[config.mk]
export PLATFORM = sky130hd
export DESIGN_NAME = uc_multiciclo_flat
export DESIGN_NICKNAME = d
export VERILOG_FILES = /design/src/rtl/uc_multiciclo_pkg.sv /design/src/rtl/uc_multiciclo_if.sv /design/src/rtl/uc_multiciclo_decode.sv /design/src/rtl/uc_multiciclo.sv /design/src/flat_wrapper.sv
export SDC_FILE = /design/constraint.sdc
export NUM_CORES = 1
export LEC_CHECK = 0
export ABC_AREA = 1
export BUFFER_PORTS_ARGS = -buffer_cell sky130_fd_sc_hd__buf_2
export CAP_MARGIN = 5
export CORE_AREA = 2 2 39 41
export CTS_CLUSTER_SIZE = 20
export DETAILED_ROUTE_END_ITERATION = 10
export DIE_AREA = 0 0 41 43
export MAX_ROUTING_LAYER = met4
export SETUP_SLACK_MARGIN = 0.4
export SYNTH_ARGS = -nofsm -noshare
export SYNTH_HDL_FRONTEND = slang
export SYNTH_SLANG_ARGS = --single-unit
[constraint.sdc]
create_clock -name clk -period 1 [get_ports clk]
set_input_delay 0.05 -clock clk [delete_from_list [all_inputs] [get_ports clk]]
set_output_delay 0.05 -clock clk [all_outputs]
set_load 0.01 [all_outputs]
[src/rtl/uc_multiciclo_pkg.sv]
// Shared types and constants for the multicycle control unit: state encoding,
// opcode/class constants and the decoded control bundle.
package uc_multiciclo_pkg;
    localparam int OPW  = 6;
    localparam int ALUW = 3;

    typedef enum logic [1:0] {
        IDLE  = 2'd0,
        FETCH = 2'd1,
        EXEC  = 2'd2,
        HALT  = 2'd3
    } state_t;

    localparam logic [1:0]     CL_ALU  = 2'b00;
    localparam logic [1:0]     CL_LI   = 2'b01;
    localparam logic [OPW-1:0] OP_J    = 6'b100000;
    localparam logic [OPW-1:0] OP_JZ   = 6'b100001;
    localparam logic [OPW-1:0] OP_JNZ  = 6'b100010;
    localparam logic [OPW-1:0] OP_HALT = 6'b111111;

    typedef struct packed {
        logic            s_inc;
        logic            s_inm;
        logic            we3;
        logic [ALUW-1:0] op;
        logic            is_halt;
    } ctrl_t;
endpackage

[src/rtl/uc_multiciclo_if.sv]
// Control-unit <-> datapath bundle. master = control unit, slave = datapath.
// UC_RETIRE_CNT_EN adds the retired-instruction counter output.
interface uc_multiciclo_if #(
    parameter int OPW  = 6,
    parameter int ALUW = 3
);
    logic [OPW-1:0]  opcode;
    logic            z;
    logic            stall;
    logic            pc_en;
    logic            s_inc;
    logic            s_inm;
    logic            we3;
    logic [ALUW-1:0] op;
    logic            halted;
`ifdef UC_RETIRE_CNT_EN
    logic [15:0]     retired;

    modport master (input opcode, z, stall,
                    output pc_en, s_inc, s_inm, we3, op, halted, retired);
    modport slave  (output opcode, z, stall,
                    input pc_en, s_inc, s_inm, we3, op, halted, retired);
`else
    modport master (input opcode, z, stall,
                    output pc_en, s_inc, s_inm, we3, op, halted);
    modport slave  (output opcode, z, stall,
                    input pc_en, s_inc, s_inm, we3, op, halted);
`endif
endinterface

[src/rtl/uc_multiciclo_decode.sv]
// Pure combinational instruction decode: (ir, z) -> datapath controls.
// Unknown codes in the 10xxxx/11xxxx space fall through as NOPs.
module uc_decode
    import uc_multiciclo_pkg::*;
(
    input  logic [OPW-1:0] ir,
    input  logic           z,
    output ctrl_t          ctrl
);
    always_comb begin
        ctrl       = '0;
        ctrl.s_inc = 1'b1;
        case (ir[5:4])
            CL_ALU: begin
                ctrl.op  = ir[ALUW-1:0];
                ctrl.we3 = 1'b1;
            end
            CL_LI: begin
                ctrl.s_inm = 1'b1;
                ctrl.we3   = 1'b1;
            end
            default: begin
                case (ir)
                    OP_J:    ctrl.s_inc   = 1'b0;
                    OP_JZ:   ctrl.s_inc   = ~z;
                    OP_JNZ:  ctrl.s_inc   = z;
                    OP_HALT: ctrl.is_halt = 1'b1;
                    default: ;
                endcase
            end
        endcase
    end
endmodule

[src/rtl/uc_multiciclo.sv]
// Multicycle control unit for the microc datapath: IDLE -> FETCH -> EXEC loop
// with stall hold and sticky HALT. UC_RETIRE_CNT_EN adds a retired counter.
module uc_multiciclo
    import uc_multiciclo_pkg::*;
(
    input  logic            clk,
    input  logic            reset,
    uc_multiciclo_if.master bus
);
    state_t         state_q, state_d;
    logic [OPW-1:0] ir_q, ir_d;
    ctrl_t          dec;
    logic           in_exec;
    logic           retire;

    uc_decode u_decode (
        .ir   (ir_q),
        .z    (bus.z),
        .ctrl (dec)
    );

    always_comb begin
        state_d = state_q;
        ir_d    = ir_q;
        case (state_q)
            IDLE:  state_d = FETCH;
            FETCH: begin
                ir_d    = bus.opcode;
                state_d = EXEC;
            end
            EXEC:  if (!bus.stall) state_d = dec.is_halt ? HALT : FETCH;
            HALT:  state_d = HALT;
            default: state_d = IDLE;
        endcase
    end

    always_ff @(posedge clk or negedge reset) begin
        if (!reset) begin
            state_q <= IDLE;
            ir_q    <= '0;
        end else begin
            state_q <= state_d;
            ir_q    <= ir_d;
        end
    end

    // Outputs depend only on state/ir, except the write strobes (gated by stall)
    // and the JZ/JNZ select (follows z while in EXEC).
    assign in_exec    = (state_q == EXEC);
    assign retire     = in_exec && !bus.stall && !dec.is_halt;
    assign bus.pc_en  = retire;
    assign bus.we3    = in_exec && !bus.stall && dec.we3;
    assign bus.s_inc  = in_exec ? dec.s_inc : 1'b1;
    assign bus.s_inm  = in_exec && dec.s_inm;
    assign bus.op     = in_exec ? dec.op : '0;
    assign bus.halted = (state_q == HALT);

`ifdef UC_RETIRE_CNT_EN
    logic [15:0] retired_q, retired_d;

    always_comb retired_d = retired_q + {15'd0, retire};

    always_ff @(posedge clk or negedge reset) begin
        if (!reset) retired_q <= '0;
        else        retired_q <= retired_d;
    end

    assign bus.retired = retired_q;
`endif
endmodule

[src/flat_wrapper.sv]
// flat-port wrapper written by rule: the top's interface ports become plain ports
module uc_multiciclo_flat import uc_multiciclo_pkg::*;
  (clk, reset, bus_opcode, bus_z, bus_stall, bus_pc_en, bus_s_inc, bus_s_inm, bus_we3, bus_op, bus_halted);
  uc_multiciclo_if bus_i ();
  input  logic clk;
  input  logic reset;
  input wire logic [$bits(bus_i.opcode)-1:0] bus_opcode;
  input wire logic [$bits(bus_i.z)-1:0] bus_z;
  input wire logic [$bits(bus_i.stall)-1:0] bus_stall;
  output wire logic [$bits(bus_i.pc_en)-1:0] bus_pc_en;
  output wire logic [$bits(bus_i.s_inc)-1:0] bus_s_inc;
  output wire logic [$bits(bus_i.s_inm)-1:0] bus_s_inm;
  output wire logic [$bits(bus_i.we3)-1:0] bus_we3;
  output wire logic [$bits(bus_i.op)-1:0] bus_op;
  output wire logic [$bits(bus_i.halted)-1:0] bus_halted;
  assign bus_i.opcode = bus_opcode;
  assign bus_i.z = bus_z;
  assign bus_i.stall = bus_stall;
  assign bus_pc_en = bus_i.pc_en;
  assign bus_s_inc = bus_i.s_inc;
  assign bus_s_inm = bus_i.s_inm;
  assign bus_we3 = bus_i.we3;
  assign bus_op = bus_i.op;
  assign bus_halted = bus_i.halted;
  uc_multiciclo u_core (.clk(clk), .reset(reset), .bus(bus_i));
endmodule
; ---- After elaboration in Yosys (flattened, before gate mapping)
; Index checks and enable logic that the tools add are counted.
[word_totals]
regBits = 8
elab_cells = 33
mem_bits_rw = 0
latch_bits = 0
mem_bits_ro = 0
out_inout_bits = 8
mem_count = 0
inputBits = 10
[classes]
add_sub_neg = 0
div = 0
n_eq_ne = 9
reduce_logical = 9
shift = 0
order_cmp = 0
mul = 0
bitwise = 1
muxes = 12
[ops]
columns = operator, n
row1 = == test 6 bit (second input constant), 4
row2 = one-hot mux 2 bit (4 select lines), 1
row3 = two-way mux 1 bit, 6
row4 = two-way mux 3 bit, 2
row5 = == test 2 x 1 -> 1 bit (second input constant), 2
row6 = == test 2 bit (second input constant), 2
row7 = logical AND 1 bit, 4
row8 = logical NOT 2 bit, 2
row9 = two-way mux 2 bit, 2
row10 = one-hot mux 1 bit (3 select lines), 1
row11 = logical NOT 1 bit, 2
row12 = != test 2 bit (second input constant), 1
row13 = OR reduction 2 bit, 1
row14 = NOT 1 bit, 1

; ---- Depth between registers and ports, before layout
; Gate-level depths: netlist (run 1).
[depth]
ltp_word = 6
ltp_mapped = 5
depth_no_buf = 4

; ---- Hierarchy
; From an unflattened synthesis (run 1), not the netlist that was laid out.
[unflattened]
cells_unflattened = 78
hier_area_um2 = 494.2
[by_module_without_submodules]
columns = mod, n_inst, seq_area_each_um2, cells_each, area_each_um2
row1 = uc_multiciclo, 1, 200.2, 52, 396.6
row2 = uc_decode, 1, 0.0, 26, 97.6

; ---- Least setup slack after synthesis (run 1)
; No wires, ideal clock.
[synth_path]
path_kind = register to output
startpoint = register u_core.ir_q[5]
endpoint = output port bus_op[0]
path_buffers = 0
arrival_ns = 0.962
t_required_ns = 0.950
path_stages_with_launch = 3
setup_slack_ns = -0.012
cell_sequence = dfrtp_1 or2_2 nor3_1
[synth_via]
elab_chain_len = 3
[synth_lines]
columns = element, line
row1 = "start, declared", uc_multiciclo.sv:11  ; logic [OPW-1:0] ir_q, ir_d;
row2 = "start signal, assigned", uc_multiciclo.sv:43  ; ir_q <= ir_d;
row3 = logical NOT 2 bit, uc_multiciclo_decode.sv:13  ; case (ir[5:4])
row4 = two-way mux 3 bit, uc_multiciclo_decode.sv:13
row5 = two-way mux 3 bit, uc_multiciclo.sv:55  ; assign bus.op = in_exec ? dec.op : '0;
row6 = "end, declared", flat_wrapper.sv:14  ; output wire logic [$bits(bus_i.op)-1:0] bus_op;
; No other way between the ends.

; ---- Worst setup path in the final report (run 1)
[layout_path]
startpoint = register u_core.ir_q[5]
endpoint = output port bus_op[2]
; The elaborated chain is that of the path after synthesis.

==> impl_metrics.toml, run 1 <==
[layout]
number_of_inserted_diodes = 0
layout.nets = 108
layout_cells_sized_above_1 = 0.7732
num-fill-cells = 105
area_delta_synth_final_pct = 108.8

[sta]
finalSetupTns_ps = -2459
slew_viol_final = 0
unrepaired_setup_endpoints_after_global_routing = "true"
fmax_mhz = 792.5
post-route-period-util = 1.262
worst_clock_skew_ps = 1.181
slew-limit-headroom = 0.8443
worst_path_setup_slack_after_routing_ps = -261.9
setup_viol_count_final = 16
finalHoldWorstSlack_ps = 45.62
timing.final.hold_violations = 0
tightest_slew_ps = 231.2
layout_min_cycle_time_ps = 1262

[setup_path]
worst_r2r_path_depth = 6
setup.reg_to_reg.worst_slack_ps = -130
critical_path.cell_chain = "or2_4 -> nor3_4 -> buf_2"
category_of_the_critical_setup_timing_path = "reg2out"
endpoint_kind = "output port"
worstPathMaxFanout = 3
worst_path_max_delay_cell = "dfrtp_2"
worst_r2r_endpoint = "u_core.ir_q[1]"
cp.required_ps = 950
start_kind = "flip-flop"
timing.rr.start = "u_core.state_q[0]"
timing.critical_path.arrival_ps = 1210
critPathMaxStageDelay_ps = 430

[power_and_ir_drop]
cellLeakagePower_nw = 0.4316
power.density_mw_per_mm2 = 2550
vdd_drop_max_uv = 1250
power_switching_share = 0.4327
p_comb_frac = 0.635
p_seq_frac = 0.256
internal_power_mw = 1.338
total_switching_power_mw = 1.020
p_clk_frac = 0.109

[clock_tree]
htree_levels = 1
clockBufferDepth = 2
clockRootBuffer = "clkbuf_4"
worst_setup_hold_path_clk_slew_ps = 50
tritoncts.num_buffers = 3
worst_skew_pair.late_latency_ps = 250
cts.sinks = 8
clock_tree_from_tritoncts = "done"

[die]
io-pin-count = 18
dieWidth_um = 41
chipHeight_um = 43
die_footprint_sq_mm = 0.001763
row_count = 14
floorplan.initialDensity = 0.3201
floorplan.core_area_sq_mm = 0.001384

[yosys]
ys_seq_elements = 8
yosys-top-cells-area = "dfrtp_1 45%, nand2_1 10%, inv_1 8.5%"
synth.largest_area_cell = "dfrtp_1"
syn_area_sq_um = 442.9
synth_cells = 59
syn_nets = 69
ys_warn_count = 0
yosys.cell_types.count = 15
synth_top_cell_area_share = 0.4520
synth_sequential_area_ratio = 0.4520
synth.avg_cell_area_sq_um = 7.507

[global_routing]
number_of_antenna_violations_at_the_first_check_in_global_routing = 0
grtUsageMet2 = 0.2594
global_route.peak_usage_layer = "met2"
grt_max_degree = 9
global_route.usage.met3 = 0.01571
grt_use_total = 0.1649
grt_overflow_total = 0
via_count_of_the_first_global_routing_pass = 425
gr-usage-met1 = 0.1919
grt_pass1_wl_mm = 1.863

[worst_hold_path]
min_to = "u_core.state_q[1]"
hold_path_depth = 3
min-delay-start = "bus_stall"
holdCritPathClass = "in2reg"

[place]
port-buffer-count = 17
gp_routability_congestion = 0.7017
dp.final_hpwl_um = 802

[drt]
routed-via-count = 500
detailedRoute.firstPassIterationCount = 4
detail_route.wl_per_cell_um = 11.74
drt_drc_violations_left = 0
drt_iter0_drc = 3
antenna_left = 0
routed_via_density = 4.425
route.final.wire_length_mm = 1.327

[outcome]
status = "finished with violations"
failed_checks = "negative setup slack"

[flow_run]
maxCapViolCount = 0
-- how the worst max path moves through the flow --
| stage | start | to | slack, ps | cells past startpoint |
|---|---|---|---|---|
| 5_1_grt | u_core.ir_q[4] | bus_op[2] | -310 | 3 |
| 3_3_place_gp | u_core.state_q[1] | u_core.ir_q[4] | -60 | 4 |
| 2_1_floorplan | u_core.state_q[1] | u_core.state_q[0] | 80 | 5 |
| 3_5_place_dp | u_core.state_q[1] | u_core.ir_q[4] | -40 | 4 |
| 6_report | u_core.ir_q[5] | bus_op[2] | -260 | 3 |
| 4_1_cts | u_core.ir_q[5] | bus_op[2] | -260 | 3 |
-- logic make-up (layout without fill, tap and decap cells) --
| family | Yosys count | in the layout | share of synthesized area |
|---|---|---|---|
| AND/OR/NAND/NOR | 30 | 31 | 0.3023 |
| flip-flops | 8 | 8 | 0.4520 |
| AO/OA/AOI/OAI | 9 | 9 | 0.1271 |
| buffers and inverters | 12 | 49 | 0.1186 |
-- timing repair --
action	in CTS	in global routing
hold buffers	1	0
pin swaps	2	8
setup buffers	4	7
endpoints found under the setup margin	16	16
cloned	1	0
hold endpoints to repair	8	0
resized for setup	20	20
-- layout make-up --
class	instances	area [sq um]	share of cell area
multi-input cells	40	367.9	0.3978
clock buffers	4	26.28	0.02842
well taps	16	20.02	0.02165
flip-flops and latches	8	202.7	0.2192
repair buffers	34	261.5	0.2828
inverters	11	46.29	0.05007
-- synth_stat cells --
| cell type | number |
|---|---|
| nor3_1 | 4 |
| nand2_2 | 1 |
| nand2_1 | 12 |
| nor2_1 | 6 |
| inv_2 | 1 |
| nand3_1 | 3 |
| or2_2 | 1 |
| inv_1 | 10 |
| o21ai_0 | 1 |
| nor2_2 | 3 |
| a21oi_1 | 4 |
| a21oi_2 | 3 |
| o21ai_1 | 1 |
| buf_6 | 1 |
| dfrtp_1 | 8 |
-- sequential cells by signal (all words and copies together) (netlist names) --
name	flops
u_core.ir_q	6
u_core.state_q	2
-- critical path, delay by kind of cell (launching register included) --
family | cells | cell delay, ps
flip-flops | 1 | 430
AND/OR/NAND/NOR | 2 | 390
buffers and inverters | 1 | 150
-- metal layers --
layer  wire, um  share of wire
met1        528           0.40
met2        769           0.58
met3         30          0.023
met4          0              0
met5          0              0
-- through the flow --
stage          utilization  instance area (sq um)  setup slack, ps  total power, mW  std cells
2_1_floorplan            -                  515.5            82.22            1.177         59
3_3_place_gp        0.4675                  646.9           -58.59            1.421         96
3_5_place_dp        0.4675                  646.9           -36.49            1.438         96
4_1_cts             0.5814                  804.5           -256.0            1.968        106
5_1_grt             0.6682                  924.6           -310.2            2.521        113
6_report            0.6682                  924.6           -261.9            2.358        113
-- power groups by stage --
stage / Clock, mW / Combinational, mW / Sequential [mW]
2_1_floorplan: 0 / 0.585 / 0.592
3_3_place_gp: 0 / 0.840 / 0.581
3_5_place_dp: 0 / 0.849 / 0.589
4_1_cts: 0.273 / 1.11 / 0.588
5_1_grt: 0.286 / 1.62 / 0.615
6_report: 0.257 / 1.50 / 0.604
-- cells in the final DEF, fill, tap and decap left out --
| master | n |
|---|---|
| a21oi_1 | 1 |
| a21oi_2 | 5 |
| a21oi_4 | 1 |
| buf_2 | 15 |
| buf_4 | 8 |
| buf_6 | 9 |
| buf_8 | 1 |
| clkbuf_1 | 1 |
| clkbuf_4 | 3 |
| clkinv_4 | 1 |
| dfrtp_1 | 6 |
| dfrtp_2 | 2 |
| dlygate4sd3_1 | 1 |
| inv_1 | 4 |
| inv_2 | 6 |
| nand2_1 | 5 |
| nand2_2 | 6 |
| nand2_8 | 3 |
| nand3_1 | 2 |
| nand3_2 | 1 |
| nor2_1 | 1 |
| nor2_2 | 3 |
| nor2_4 | 5 |
| nor3_4 | 4 |
| o21ai_0 | 1 |
| o21ai_2 | 1 |
| or2_4 | 1 |
Power figures use the tool's default switching activity.
==> inputs of run 2 (changes only) <==
--- a/config.mk
+++ b/config.mk
@@ -5,7 +5,6 @@
 export SDC_FILE = /design/constraint.sdc
 export NUM_CORES = 1
 export LEC_CHECK = 0
-export ABC_AREA = 1
 export BUFFER_PORTS_ARGS = -buffer_cell sky130_fd_sc_hd__buf_2
 export CAP_MARGIN = 5
 export CORE_AREA = 2 2 39 41
@@ -13,7 +12,6 @@
 export DETAILED_ROUTE_END_ITERATION = 10
 export DIE_AREA = 0 0 41 43
 export MAX_ROUTING_LAYER = met4
-export SETUP_SLACK_MARGIN = 0.4
 export SYNTH_ARGS = -nofsm -noshare
 export SYNTH_HDL_FRONTEND = slang
 export SYNTH_SLANG_ARGS = --single-unit
==> run 2 against run 1 <==
- the flow still finishes with violations (negative setup slack)
- non-clock buffer count did not move
- flip-flop and latch count did not move
- clock skew hardly changed
- utilization fell by 11 points
- area after synthesis did not move
- wire length decreased by 22%
- fmax is 3.6% lower
- first-iteration DRC count down 100%
- setup slack lost 46 ps
- critical path type unchanged
- largest cell class unchanged
- largest power group unchanged
==> impl_metrics.toml, run 2 <==
[sta]
finalSetupTns_ps = -4038
fmax_mhz = 764.3
slew-limit-headroom = 0.7963
layout_min_cycle_time_ps = 1308
finalHoldWorstSlack_ps = 31.24
setup_viol_count_final = 16
post-route-period-util = 1.308
worst_path_setup_slack_after_routing_ps = -308.4
worst_clock_skew_ps = 1.157
timing.final.hold_violations = 0
slew_viol_final = 0
unrepaired_setup_endpoints_after_global_routing = "true"
tightest_slew_ps = 304.9

[drt]
routed-via-count = 408
drt_iter0_drc = 0
routed_via_density = 4.800
antenna_left = 0
detailedRoute.firstPassIterationCount = 1
detail_route.wl_per_cell_um = 12.24
drt_drc_violations_left = 0
route.final.wire_length_mm = 1.040

[clock_tree]
clock_tree_from_tritoncts = "done"
clockBufferDepth = 2
htree_levels = 1
worst_skew_pair.late_latency_ps = 240
tritoncts.num_buffers = 3
cts.sinks = 8
clockRootBuffer = "clkbuf_4"
worst_setup_hold_path_clk_slew_ps = 50

[yosys]
ys_seq_elements = 8
yosys-top-cells-area = "dfrtp_1 45%, mux2_4 20%, and2_1 4.2%"
synth_top_flop_cell = "dfrtp_1"
synth.avg_cell_area_sq_um = 13.42
synth-async-reset-ratio = 1.000
synth.largest_area_cell = "dfrtp_1"
most_numerous_cell_in_the_yosys_netlist = "dfrtp_1"
syn_area_sq_um = 442.9
synth_top_cell_area_share = 0.4520
ys_warn_count = 0
synth_common_cells = "8 x dfrtp_1, 6 x mux2_4, 3 x and2_1"
synth-edff-count = 0
yosys.cell_types.count = 19
synth_cells = 33
syn_nets = 43
synth_sequential_area_ratio = 0.4520

[layout]
number_of_inserted_diodes = 0
most-common-layout-cells = "16 x buf_2, 9 x buf_4, 8 x buf_6"
seqCellArea_sq_um = 203.9
multi_input_comb_area_sq_um = 282.8
layout.nets = 81
area_delta_synth_final_pct = 75.42
reg_top3 = "u_core.ir_q: 6 flops, u_core.state_q: 2 flops"
top_register = "u_core.ir_q"
finalCoreUtilization = 0.5615
largest_reg_flops = 6
mostFrequentLayoutCell = "buf_2"
num-fill-cells = 137
layout_cells_sized_above_1 = 0.8261

[setup_path]
timing.critical_path.arrival_ps = 1260
critPathMaxStageDelay_ps = 440
cp.required_ps = 950
worstPathMaxFanout = 5
category_of_the_critical_setup_timing_path = "reg2out"
setup.reg_to_reg.worst_slack_ps = -270
worstPathBufferInverterCount = 1
worst_path_max_delay_cell = "dfrtp_2"
critical_path.top_delay_family = "simple AND/OR/NAND/NOR gates"
worst_r2r_path_depth = 3
endpoint_kind = "output port"
critical_path.cell_chain = "nor4b_4 -> and2_1 -> buf_2"
start_kind = "flip-flop"
timing.rr.start = "u_core.state_q[1]"
worst_r2r_endpoint = "u_core.ir_q[5]"

[worst_hold_path]
hold_path_depth = 2
min-delay-start = "bus_opcode[3]"
min_to = "u_core.ir_q[3]"
holdCritPathClass = "in2reg"

[global_routing]
grt_max_degree = 9
grt_overflow_total = 0
number_of_antenna_violations_at_the_first_check_in_global_routing = 0
grt_pass1_wl_mm = 1.690
via_count_of_the_first_global_routing_pass = 416
grt_use_total = 0.1438

[place]
port-buffer-count = 17
gp_routability_congestion = 0.6821
dp.final_hpwl_um = 744.4

[die]
io-pin-count = 18
floorplan.initialDensity = 0.3201
dieWidth_um = 41
die_footprint_sq_mm = 0.001763
row_count = 14
chipHeight_um = 43
floorplan.core_area_sq_mm = 0.001384

[power_and_ir_drop]
power.density_mw_per_mm2 = 2653
vdd_drop_max_uv = 1358
cellLeakagePower_nw = 0.3863
report.power.total_mw = 2.061

[outcome]
status = "finished with violations"
failed_checks = "negative setup slack"

[flow_run]
maxCapViolCount = 0
## run 2: cell types whose count changed after synthesis, sizes merged, moves of 4 or more
cell	before	now
and2	0	4
nand2	13	0
nor2	9	0
a21oi	7	1
mux2	0	6
inv	11	0
## run 2: where the power goes
| part | total, mW | leakage (nW) | switching, mW | internal, mW |
|---|---|---|---|---|
| registers | 0.669 | 0.0856 | 0.185 | 0.484 |
| logic | 1.16 | 0.287 | 0.344 | 0.816 |
| clock network | 0.233 | 0.0138 | 0.0963 | 0.136 |
## run 2: cells by family after synthesis
logic type / Yosys count / synth area share
AOI/OAI and AO/OA: 3 / 0.05649
DFF: 8 / 0.4520
muxes: 7 / 0.2260
and+or+nand+nor: 14 / 0.2401
buffers and inverters: 1 / 0.02542
## run 2: worst max path at each step
stage	from	end	depth (start not counted)
after floorplan	u_core.state_q[1]	u_core.ir_q[0]	3
after global placement	u_core.state_q[0]	u_core.ir_q[0]	2
after detailed placement	u_core.state_q[0]	u_core.ir_q[1]	2
after CTS	u_core.ir_q[4]	bus_op[0]	3
after global routing	u_core.state_q[0]	bus_op[1]	3
final	u_core.state_q[0]	bus_op[0]	3
## run 2: layout make-up
type	instances	share of cell area
clock buffers	3	0.02899
flip-flops and latches	8	0.2625
multi-input cells	24	0.3639
repair buffers	34	0.3188
well taps	16	0.02576
## run 2: what timing repair did
item / CTS / global route
hold buffers: 1 / 0
gates cloned: 0 / 0
setup buffers: 4 / 2
endpoints found under the setup margin: 16 / 16
endpoints found under the hold margin: 8 / 0
pin swaps: 6 / 5
gates resized for setup: 15 / 4
## run 2: per-stage QoR
step	worst slack, ps	instances	instance area, sq um
CTS	-336.6	83	747.0
global route	-403.5	85	777.0
floorplan	-84.27	33	454.2
detailed placement	-199.7	75	623.1
finish	-308.4	85	777.0
global placement	-156.9	75	623.1
## run 2: per-layer routing
metal  up-vias  track usage  share of wire
met1       192       0.1739           0.42
met5         -            -              0
met3         0      0.01571          0.073
met2        16       0.2313           0.51
li1        200            -              -
met4         0      0.06000              0
